<file path="config.mk">
export PLATFORM = sky130hd
export DESIGN_NAME = meat_cook_fsm_flat
export DESIGN_NICKNAME = d
export VERILOG_FILES = /design/src/rtl/meat_cook_fsm_pkg.sv /design/src/rtl/meat_cook_fsm_if.sv /design/src/rtl/meat_cook_fsm_stage_timer.sv /design/src/rtl/meat_cook_fsm.sv /design/src/flat_wrapper.sv
export SDC_FILE = /design/constraint.sdc
export NUM_CORES = 1
export LEC_CHECK = 0
export CORE_AREA = 2 2 72 74
export CTS_BUF_LIST = sky130_fd_sc_hd__clkbuf_8
export DETAILED_ROUTE_END_ITERATION = 8
export DIE_AREA = 0 0 74 76
export PLACE_DENSITY = 0.75
export SLEW_MARGIN = 30
export SYNTH_ARGS = -nofsm -noshare
export SYNTH_HDL_FRONTEND = slang
export SYNTH_SLANG_ARGS = --single-unit
</file>
<file path="constraint.sdc">
create_clock -name clk -period 1.9 [get_ports clk]
set_input_delay 0.285 -clock clk [delete_from_list [all_inputs] [get_ports clk]]
set_output_delay 0.285 -clock clk [all_outputs]
set_load 0.005 [all_outputs]
</file>
<file path="src/rtl/meat_cook_fsm_pkg.sv">
// Shared stage codes, slot states and colour constants for the per-steak cooking controller.
package meat_cook_fsm_pkg;

  typedef enum logic [2:0] {
    RAW    = 3'd0,
    RARE   = 3'd1,
    MEDIUM = 3'd2,
    WELL   = 3'd3,
    BURNT  = 3'd4
  } stage_e;

  typedef enum logic {
    EMPTY   = 1'b0,
    COOKING = 1'b1
  } state_e;

  // Colours are {R[2:0],G[2:0],B[2:0]}
  localparam logic [8:0] MUSCLE_RAW    = 9'b111_000_000;
  localparam logic [8:0] FAT_RAW       = 9'b111_111_111;
  localparam logic [8:0] MUSCLE_RARE   = 9'b110_001_001;
  localparam logic [8:0] FAT_RARE      = 9'b111_111_110;
  localparam logic [8:0] MUSCLE_MEDIUM = 9'b100_010_001;
  localparam logic [8:0] FAT_MEDIUM    = 9'b111_110_100;
  localparam logic [8:0] MUSCLE_WELL   = 9'b011_010_001;
  localparam logic [8:0] FAT_WELL      = 9'b110_100_010;
  localparam logic [8:0] MUSCLE_BURNT  = 9'b001_001_001;
  localparam logic [8:0] FAT_BURNT     = 9'b010_010_010;

  function automatic stage_e stage_next(input stage_e s);
    case (s)
      RAW:     return RARE;
      RARE:    return MEDIUM;
      MEDIUM:  return WELL;
      default: return BURNT;
    endcase
  endfunction

  function automatic logic stage_ok(input stage_e s);
    return (s == MEDIUM) || (s == WELL);
  endfunction

endpackage

</file>
<file path="src/rtl/meat_cook_fsm_if.sv">
// Control/score/colour signals between the grill-slot controller and its surroundings.
interface meat_cook_fsm_if;
  logic       start;
  logic       flip;
  logic       serve;
  logic [8:0] colour_fat;
  logic [8:0] colour_muscle;
  logic       score_good;
  logic       score_bad;
  logic       occupied;
  logic       burnt;

  modport master (
    output start, flip, serve,
    input  colour_fat, colour_muscle, score_good, score_bad, occupied, burnt
  );

  modport slave (
    input  start, flip, serve,
    output colour_fat, colour_muscle, score_good, score_bad, occupied, burnt
  );
endinterface

</file>
<file path="src/rtl/meat_cook_fsm_stage_timer.sv">
// Free-running stage tick counter with synchronous clear and a terminal-count pulse.
module meat_cook_fsm_stage_timer #(
  parameter int unsigned TICKS_PER_STAGE = 150000000
) (
  input  logic clk,
  input  logic resetn,
  input  logic clr_i,
  input  logic en_i,
  output logic tc_o
);

  localparam int unsigned CNT_W = (TICKS_PER_STAGE > 1) ? $clog2(TICKS_PER_STAGE) : 1;
  localparam logic [CNT_W-1:0] TC_VAL = CNT_W'(TICKS_PER_STAGE - 1);

  logic [CNT_W-1:0] cnt_q;
  logic [CNT_W-1:0] cnt_d;

  always_comb begin
    cnt_d = cnt_q;
    if (clr_i)
      cnt_d = '0;
    else if (en_i)
      cnt_d = (cnt_q == TC_VAL) ? '0 : cnt_q + 1'b1;
  end

  always_ff @(posedge clk) begin
    if (!resetn)
      cnt_q <= '0;
    else
      cnt_q <= cnt_d;
  end

  assign tc_o = en_i && (cnt_q == TC_VAL);

endmodule

</file>
<file path="src/rtl/meat_cook_fsm.sv">
// Grill-slot controller: cooks the down side of one steak, shows the up side, scores on serve.
module meat_cook_fsm
  import meat_cook_fsm_pkg::*;
#(
  parameter int unsigned TICKS_PER_STAGE = 150000000
) (
  input  logic                 clk,
  input  logic                 resetn,
  meat_cook_fsm_if.slave       bus
);

  state_e     state_q, state_d;
  stage_e     stage_a_q, stage_a_d;
  stage_e     stage_b_q, stage_b_d;
  logic       side_down_q, side_down_d;
  logic       tmr_clr, tmr_en, tmr_tc;

  logic [8:0] colour_fat_q, colour_fat_d;
  logic [8:0] colour_muscle_q, colour_muscle_d;
  logic       score_good_q, score_good_d;
  logic       score_bad_q, score_bad_d;
  logic       occupied_q, occupied_d;
  logic       burnt_q, burnt_d;
  stage_e     stage_up;

  meat_cook_fsm_stage_timer #(
    .TICKS_PER_STAGE(TICKS_PER_STAGE)
  ) u_timer (
    .clk    (clk),
    .resetn (resetn),
    .clr_i  (tmr_clr),
    .en_i   (tmr_en),
    .tc_o   (tmr_tc)
  );

  // Serve beats flip beats the terminal-count advance
  always_comb begin
    state_d      = state_q;
    stage_a_d    = stage_a_q;
    stage_b_d    = stage_b_q;
    side_down_d  = side_down_q;
    tmr_clr      = 1'b1;
    tmr_en       = 1'b0;
    score_good_d = 1'b0;
    score_bad_d  = 1'b0;
    case (state_q)
      EMPTY: begin
        if (bus.start) begin
          state_d     = COOKING;
          stage_a_d   = RAW;
          stage_b_d   = RAW;
          side_down_d = 1'b0;
        end
      end
      COOKING: begin
        tmr_en  = 1'b1;
        tmr_clr = 1'b0;
        if (bus.serve) begin
          state_d      = EMPTY;
          stage_a_d    = RAW;
          stage_b_d    = RAW;
          side_down_d  = 1'b0;
          tmr_clr      = 1'b1;
          score_good_d = stage_ok(stage_a_q) && stage_ok(stage_b_q);
          score_bad_d  = !(stage_ok(stage_a_q) && stage_ok(stage_b_q));
        end else if (bus.flip) begin
          side_down_d = !side_down_q;
          tmr_clr     = 1'b1;
        end else if (tmr_tc) begin
          if (side_down_q)
            stage_b_d = stage_next(stage_b_q);
          else
            stage_a_d = stage_next(stage_a_q);
        end
      end
      default: state_d = EMPTY;
    endcase
  end

  always_comb begin
    stage_up        = side_down_q ? stage_a_q : stage_b_q;
    colour_fat_d    = '0;
    colour_muscle_d = '0;
    if (state_q == COOKING) begin
      case (stage_up)
        RAW:    begin colour_muscle_d = MUSCLE_RAW;    colour_fat_d = FAT_RAW;    end
        RARE:   begin colour_muscle_d = MUSCLE_RARE;   colour_fat_d = FAT_RARE;   end
        MEDIUM: begin colour_muscle_d = MUSCLE_MEDIUM; colour_fat_d = FAT_MEDIUM; end
        WELL:   begin colour_muscle_d = MUSCLE_WELL;   colour_fat_d = FAT_WELL;   end
        default: begin colour_muscle_d = MUSCLE_BURNT; colour_fat_d = FAT_BURNT;  end
      endcase
    end
    occupied_d = (state_q == COOKING);
    burnt_d    = (state_q == COOKING) && ((stage_a_q == BURNT) || (stage_b_q == BURNT));
  end

  always_ff @(posedge clk) begin
    if (!resetn) begin
      state_q         <= EMPTY;
      stage_a_q       <= RAW;
      stage_b_q       <= RAW;
      side_down_q     <= 1'b0;
      colour_fat_q    <= '0;
      colour_muscle_q <= '0;
      score_good_q    <= 1'b0;
      score_bad_q     <= 1'b0;
      occupied_q      <= 1'b0;
      burnt_q         <= 1'b0;
    end else begin
      state_q         <= state_d;
      stage_a_q       <= stage_a_d;
      stage_b_q       <= stage_b_d;
      side_down_q     <= side_down_d;
      colour_fat_q    <= colour_fat_d;
      colour_muscle_q <= colour_muscle_d;
      score_good_q    <= score_good_d;
      score_bad_q     <= score_bad_d;
      occupied_q      <= occupied_d;
      burnt_q         <= burnt_d;
    end
  end

  assign bus.colour_fat    = colour_fat_q;
  assign bus.colour_muscle = colour_muscle_q;
  assign bus.score_good    = score_good_q;
  assign bus.score_bad     = score_bad_q;
  assign bus.occupied      = occupied_q;
  assign bus.burnt         = burnt_q;

endmodule

</file>
<file path="src/flat_wrapper.sv">
// flat-port wrapper written by rule: the top's interface ports become plain ports
module meat_cook_fsm_flat import meat_cook_fsm_pkg::*;
#(
  parameter int unsigned TICKS_PER_STAGE = 150000000
)
  (clk, resetn, bus_start, bus_flip, bus_serve, bus_colour_fat, bus_colour_muscle, bus_score_good, bus_score_bad, bus_occupied, bus_burnt);
  meat_cook_fsm_if bus_i ();
  input  logic clk;
  input  logic resetn;
  input wire logic [$bits(bus_i.start)-1:0] bus_start;
  input wire logic [$bits(bus_i.flip)-1:0] bus_flip;
  input wire logic [$bits(bus_i.serve)-1:0] bus_serve;
  output wire logic [$bits(bus_i.colour_fat)-1:0] bus_colour_fat;
  output wire logic [$bits(bus_i.colour_muscle)-1:0] bus_colour_muscle;
  output wire logic [$bits(bus_i.score_good)-1:0] bus_score_good;
  output wire logic [$bits(bus_i.score_bad)-1:0] bus_score_bad;
  output wire logic [$bits(bus_i.occupied)-1:0] bus_occupied;
  output wire logic [$bits(bus_i.burnt)-1:0] bus_burnt;
  assign bus_i.start = bus_start;
  assign bus_i.flip = bus_flip;
  assign bus_i.serve = bus_serve;
  assign bus_colour_fat = bus_i.colour_fat;
  assign bus_colour_muscle = bus_i.colour_muscle;
  assign bus_score_good = bus_i.score_good;
  assign bus_score_bad = bus_i.score_bad;
  assign bus_occupied = bus_i.occupied;
  assign bus_burnt = bus_i.burnt;
  meat_cook_fsm #(.TICKS_PER_STAGE(TICKS_PER_STAGE)) u_core (.clk(clk), .resetn(resetn), .bus(bus_i));
endmodule
</file>
==> summary.md <==
| Metric | Value |
|---|---|
| Status | `completed` |
| Clk_skew | `0.00341 ns` |
| Final setup margin | `0.000177 ns` |
| Synth top area cells | `dfxtp_1, a21oi_1, nor2_1, xnor2_1, nand2_1` |
| Die ar. | `5620 um^2` |
| Top-count cell post-synth | `dfxtp_1` |
| Total chip power | `0.00183 W` |
| # diodes | `0` |
| CTS H-tree depth | `2` |
| NetSw | `0.000421 W` |
| # placed instances | `390` |
| Initial Utilization | `0.490` |
| Crit-path max FO | `21` |
| Initial DRC Count | `50` |
| Max Cap Violations | `0` |
| Post-synth top area share | `0.432` |
| Max rail drop VDD | `0.000321 V` |
| Number of synthesized flops with an enable pin | `0` |
| Gate Count Post-Synth | `278` |
| Cts hold-fix bufs | `0` |
| Largest delay share family, worst path | `simple AND/OR/NAND/NOR gates` |
| Gr ovfl total | `0` |
| Root Buffer | `clkbuf_8` |
| Synth Register Bits | `52` |
| Min Clock Period, post-route | `1.90 ns` |
| Bufs and invs on worst path | `1` |
| Commonest cells post-synth | `dfxtp_1, nor2_1, a21oi_1, nand2_1, nand3_1` |
| Hold Crit Class | `flop to flop` |
| Synthesized cell area | `2410 um^2` |
| Initial antenna violation count | `0` |
| CTS Buf Count | `5` |
| Deepest clock path buffer count | `2` |
| CTS tree | `done` |
| Total Wirelength | `5180 um` |
| Top_reg_cell synth | `dfxtp_1` |
| First-pass GRT wire length | `8890 um` |
| Worst R2R Path Depth | `5` |
| DRT Pass-1 Iters | `4` |
| Clock power frac | `0.344` |
| CP Cell Sequence | `or4b_1 > or4_4 > o21ai_4 > buf_12 > a21oi_1` |
| Worst flop-to-flop path endpoint | `u_core.u_timer.cnt_q[18]$_SDFFE_PP0P_` |
| DRC viols | `0` |
| Post-route insts no fill | `400` |
| Seq/Total Area, Yosys | `0.432` |
| Largest net degree at the start of global routing | `22` |
| Port Buffers | `23` |
| Min-delay src | `u_core.u_timer.cnt_q[23]$_SDFFE_PP0P_` |
| Clock slew at reported path FFs | `0.09 ns` |
| Via count | `2,126` |
| Area leader, netlist | `dfxtp_1` |
| ANT nets after route | `0` |
| Number of global-route vias before repair | `2,001` |
| Least-Margin Pin Slew | `0.529 ns` |
| CP max stage cell | `or4b_1` |
| Total Routing Usage GR | `0.197` |
| Setup crit start kind | `flop` |
| Setup-failing EPs final | `0` |
| Die Height | `76 um` |
| Yosys cell types | `47` |
| Final hold violation count | `0` |
| Int Power | `0.00141 W` |
| Comb pwr share | `0.053` |
| GP Congestion | `0.875` |
| WHS Path Cells | `2` |
| RSZ-0062 raised after global routing | `yes` |
| Syn_area_per_cell | `8.66 um^2` |
| Core Region | `4910 um^2` |
| Pre-CTS setup slack | `-0.180 ns` |
| Critical Path RT | `2.09 ns` |
| Leak | `1.03 nW` |
| Fin. max-slew vios | `0` |
| R2R Setup Slk | `0.0002 ns` |
| Dpl hpwl | `3810 um` |
| Final nets | `335` |
| Switching Share | `0.229` |
| Crit path DAT | `2.09 ns` |
| CP peak stage delay | `0.52 ns` |
| Worst Hold End | `u_core.u_timer.cnt_q[23]$_SDFFE_PP0P_` |
| Yosys warnings | `0` |
| Row cnt | `26` |
| Power per Cell Area | `592 nW/um^2` |
| Flop pwr share | `0.603` |
| Crit. path cell count | `5` |
| Ys async rst share | `0` |
| Layout cells sized above 1 | `0.200` |
| Clock sinks | `52` |
| RR Startpoint | `u_core.u_timer.cnt_q[18]$_SDFFE_PP0P_` |
| Top Ports | `27` |
| Fin util | `0.631` |
| Routed len/inst | `13.0 um` |
| Slew HR | `0.637` |
| P&R area growth vs syn | `28.6%` |
| Critical Path End Type | `flop` |
| Worst skew pair latency | `0.30 ns` |
| Fmax | `526 MHz` |
| Kind of critical path | `flop to flop` |
| Vias per cell | `5.32` |
| Fin crit share | `1.00` |
| Die width | `74 um` |
-- cell type report --
cell class	count	area, um^2
Inverter	7	26.3
Clock buffer	5	68.8
Fill cell	423	1810
Tap cell	70	87.6
Multi-Input combinational cell	203	1310
Sequential cell	52	1050
Clock inverter	3	23.8
Timing Repair Buffer	60	532
-- power groups by stage --
stage / registers [W] / logic [W] / clock network [W]
floorplan: 0.00113 / 0.0000497 / 0
global placement: 0.00113 / 0.0000943 / 0
detailed placement: 0.00113 / 0.0000948 / 0
CTS: 0.00111 / 0.0000959 / 0.000655
global route: 0.00111 / 0.000106 / 0.000690
finish: 0.00111 / 0.0000966 / 0.000631
-- placed cells by master, fill, tap and decap left out, types with 3 or more instances in the layout --
cell,n
nor3_1,8
nand2_1,20
and3_1,5
nand4_1,8
buf_6,3
inv_1,7
or4_4,4
o21a_1,3
clkdlybuf4s50_1,23
nor2_1,25
or4_1,5
dfxtp_1,45
clkbuf_8,5
nand3b_1,3
conb_1,3
nor4_1,5
a21oi_1,18
buf_4,33
dfxtp_2,6
o21ai_0,10
or3_1,8
xnor2_1,10
nor3b_1,3
nand2b_1,5
mux2i_1,7
nand3_1,11
o211ai_1,3
and2_1,3
o31ai_1,5
-- worst register-to-register path, cell delays in order (launching register included) --
cell and delay, ns:
dfxtp_2 0.33, or4b_1 0.52, or4_4 0.50, o21ai_4 0.19
buf_12 0.18, a21oi_1 0.07
-- worst max-delay path by stage --
stage                                     startpoint                                     to  slack (ns)
4_1_cts         u_core.u_timer.cnt_q[8]$_SDFFE_PP0P_  u_core.u_timer.cnt_q[22]$_SDFFE_PP0P_       0.004
6_report       u_core.u_timer.cnt_q[18]$_SDFFE_PP0P_  u_core.u_timer.cnt_q[18]$_SDFFE_PP0P_      0.0002
2_1_floorplan  u_core.u_timer.cnt_q[18]$_SDFFE_PP0P_  u_core.u_timer.cnt_q[23]$_SDFFE_PP0P_       -0.11
5_1_grt        u_core.u_timer.cnt_q[18]$_SDFFE_PP0P_  u_core.u_timer.cnt_q[16]$_SDFFE_PP0P_       -0.04
3_5_place_dp   u_core.u_timer.cnt_q[18]$_SDFFE_PP0P_       u_core.stage_b_q[1]$_SDFFE_PN0P_       -0.18
3_3_place_gp   u_core.u_timer.cnt_q[18]$_SDFFE_PP0P_  u_core.u_timer.cnt_q[18]$_SDFFE_PP0P_       -0.13
-- through the flow --
stage          hold WS, ns  setup TNS (ns)  instance area [um^2]
5_1_grt              0.538          -0.757                  3100
4_1_cts              0.493               0                  3070
3_5_place_dp         0.474           -5.17                  2930
6_report             0.494               0                  3100
3_3_place_gp         0.472           -3.81                  2930
2_1_floorplan        0.431           -2.39                  2450
-- what timing repair did --
action	CTS	global route
pin swaps	6	4
hold endpoints to repair	0	0
endpoints found under the setup margin	34	31
gates resized for setup	11	8
buffers inserted	1	1
-- flip-flops by register name, indices dropped and copies added, names as in the netlist --
name,count
u_core.u_timer.cnt_q,28
u_core.occupied_d,1
u_core.stage_b_q,3
u_core.bus.score_bad,1
u_core.bus.score_good,1
u_core.bus.burnt,1
u_core.bus.occupied,1
u_core.side_down_q,1
u_core.stage_a_q,3
u_core.bus.colour_fat,7
u_core.bus.colour_muscle,5
-- routing by layer --
layer | vias to the layer above | share of wire | track usage
met2 | 28 | 0.49 | 0.330
met5 | - | 0 | 0
li1 | 1102 | - | -
met1 | 992 | 0.48 | 0.253
met4 | 0 | 0.0050 | 0.0491
met3 | 4 | 0.026 | 0.0437
-- cell families after synthesis --
group	share of synthesized area
AND/OR/NAND/NOR	0.305
flip-flops	0.432
AO/OA/AOI/OAI	0.127
buffers and inverters	0.0561
XOR/XNOR	0.0436
multiplexers	0.0291
adder cells (fa/ha/maj)	0.00519
other	0.00156
Power figures use the tool's default switching activity.
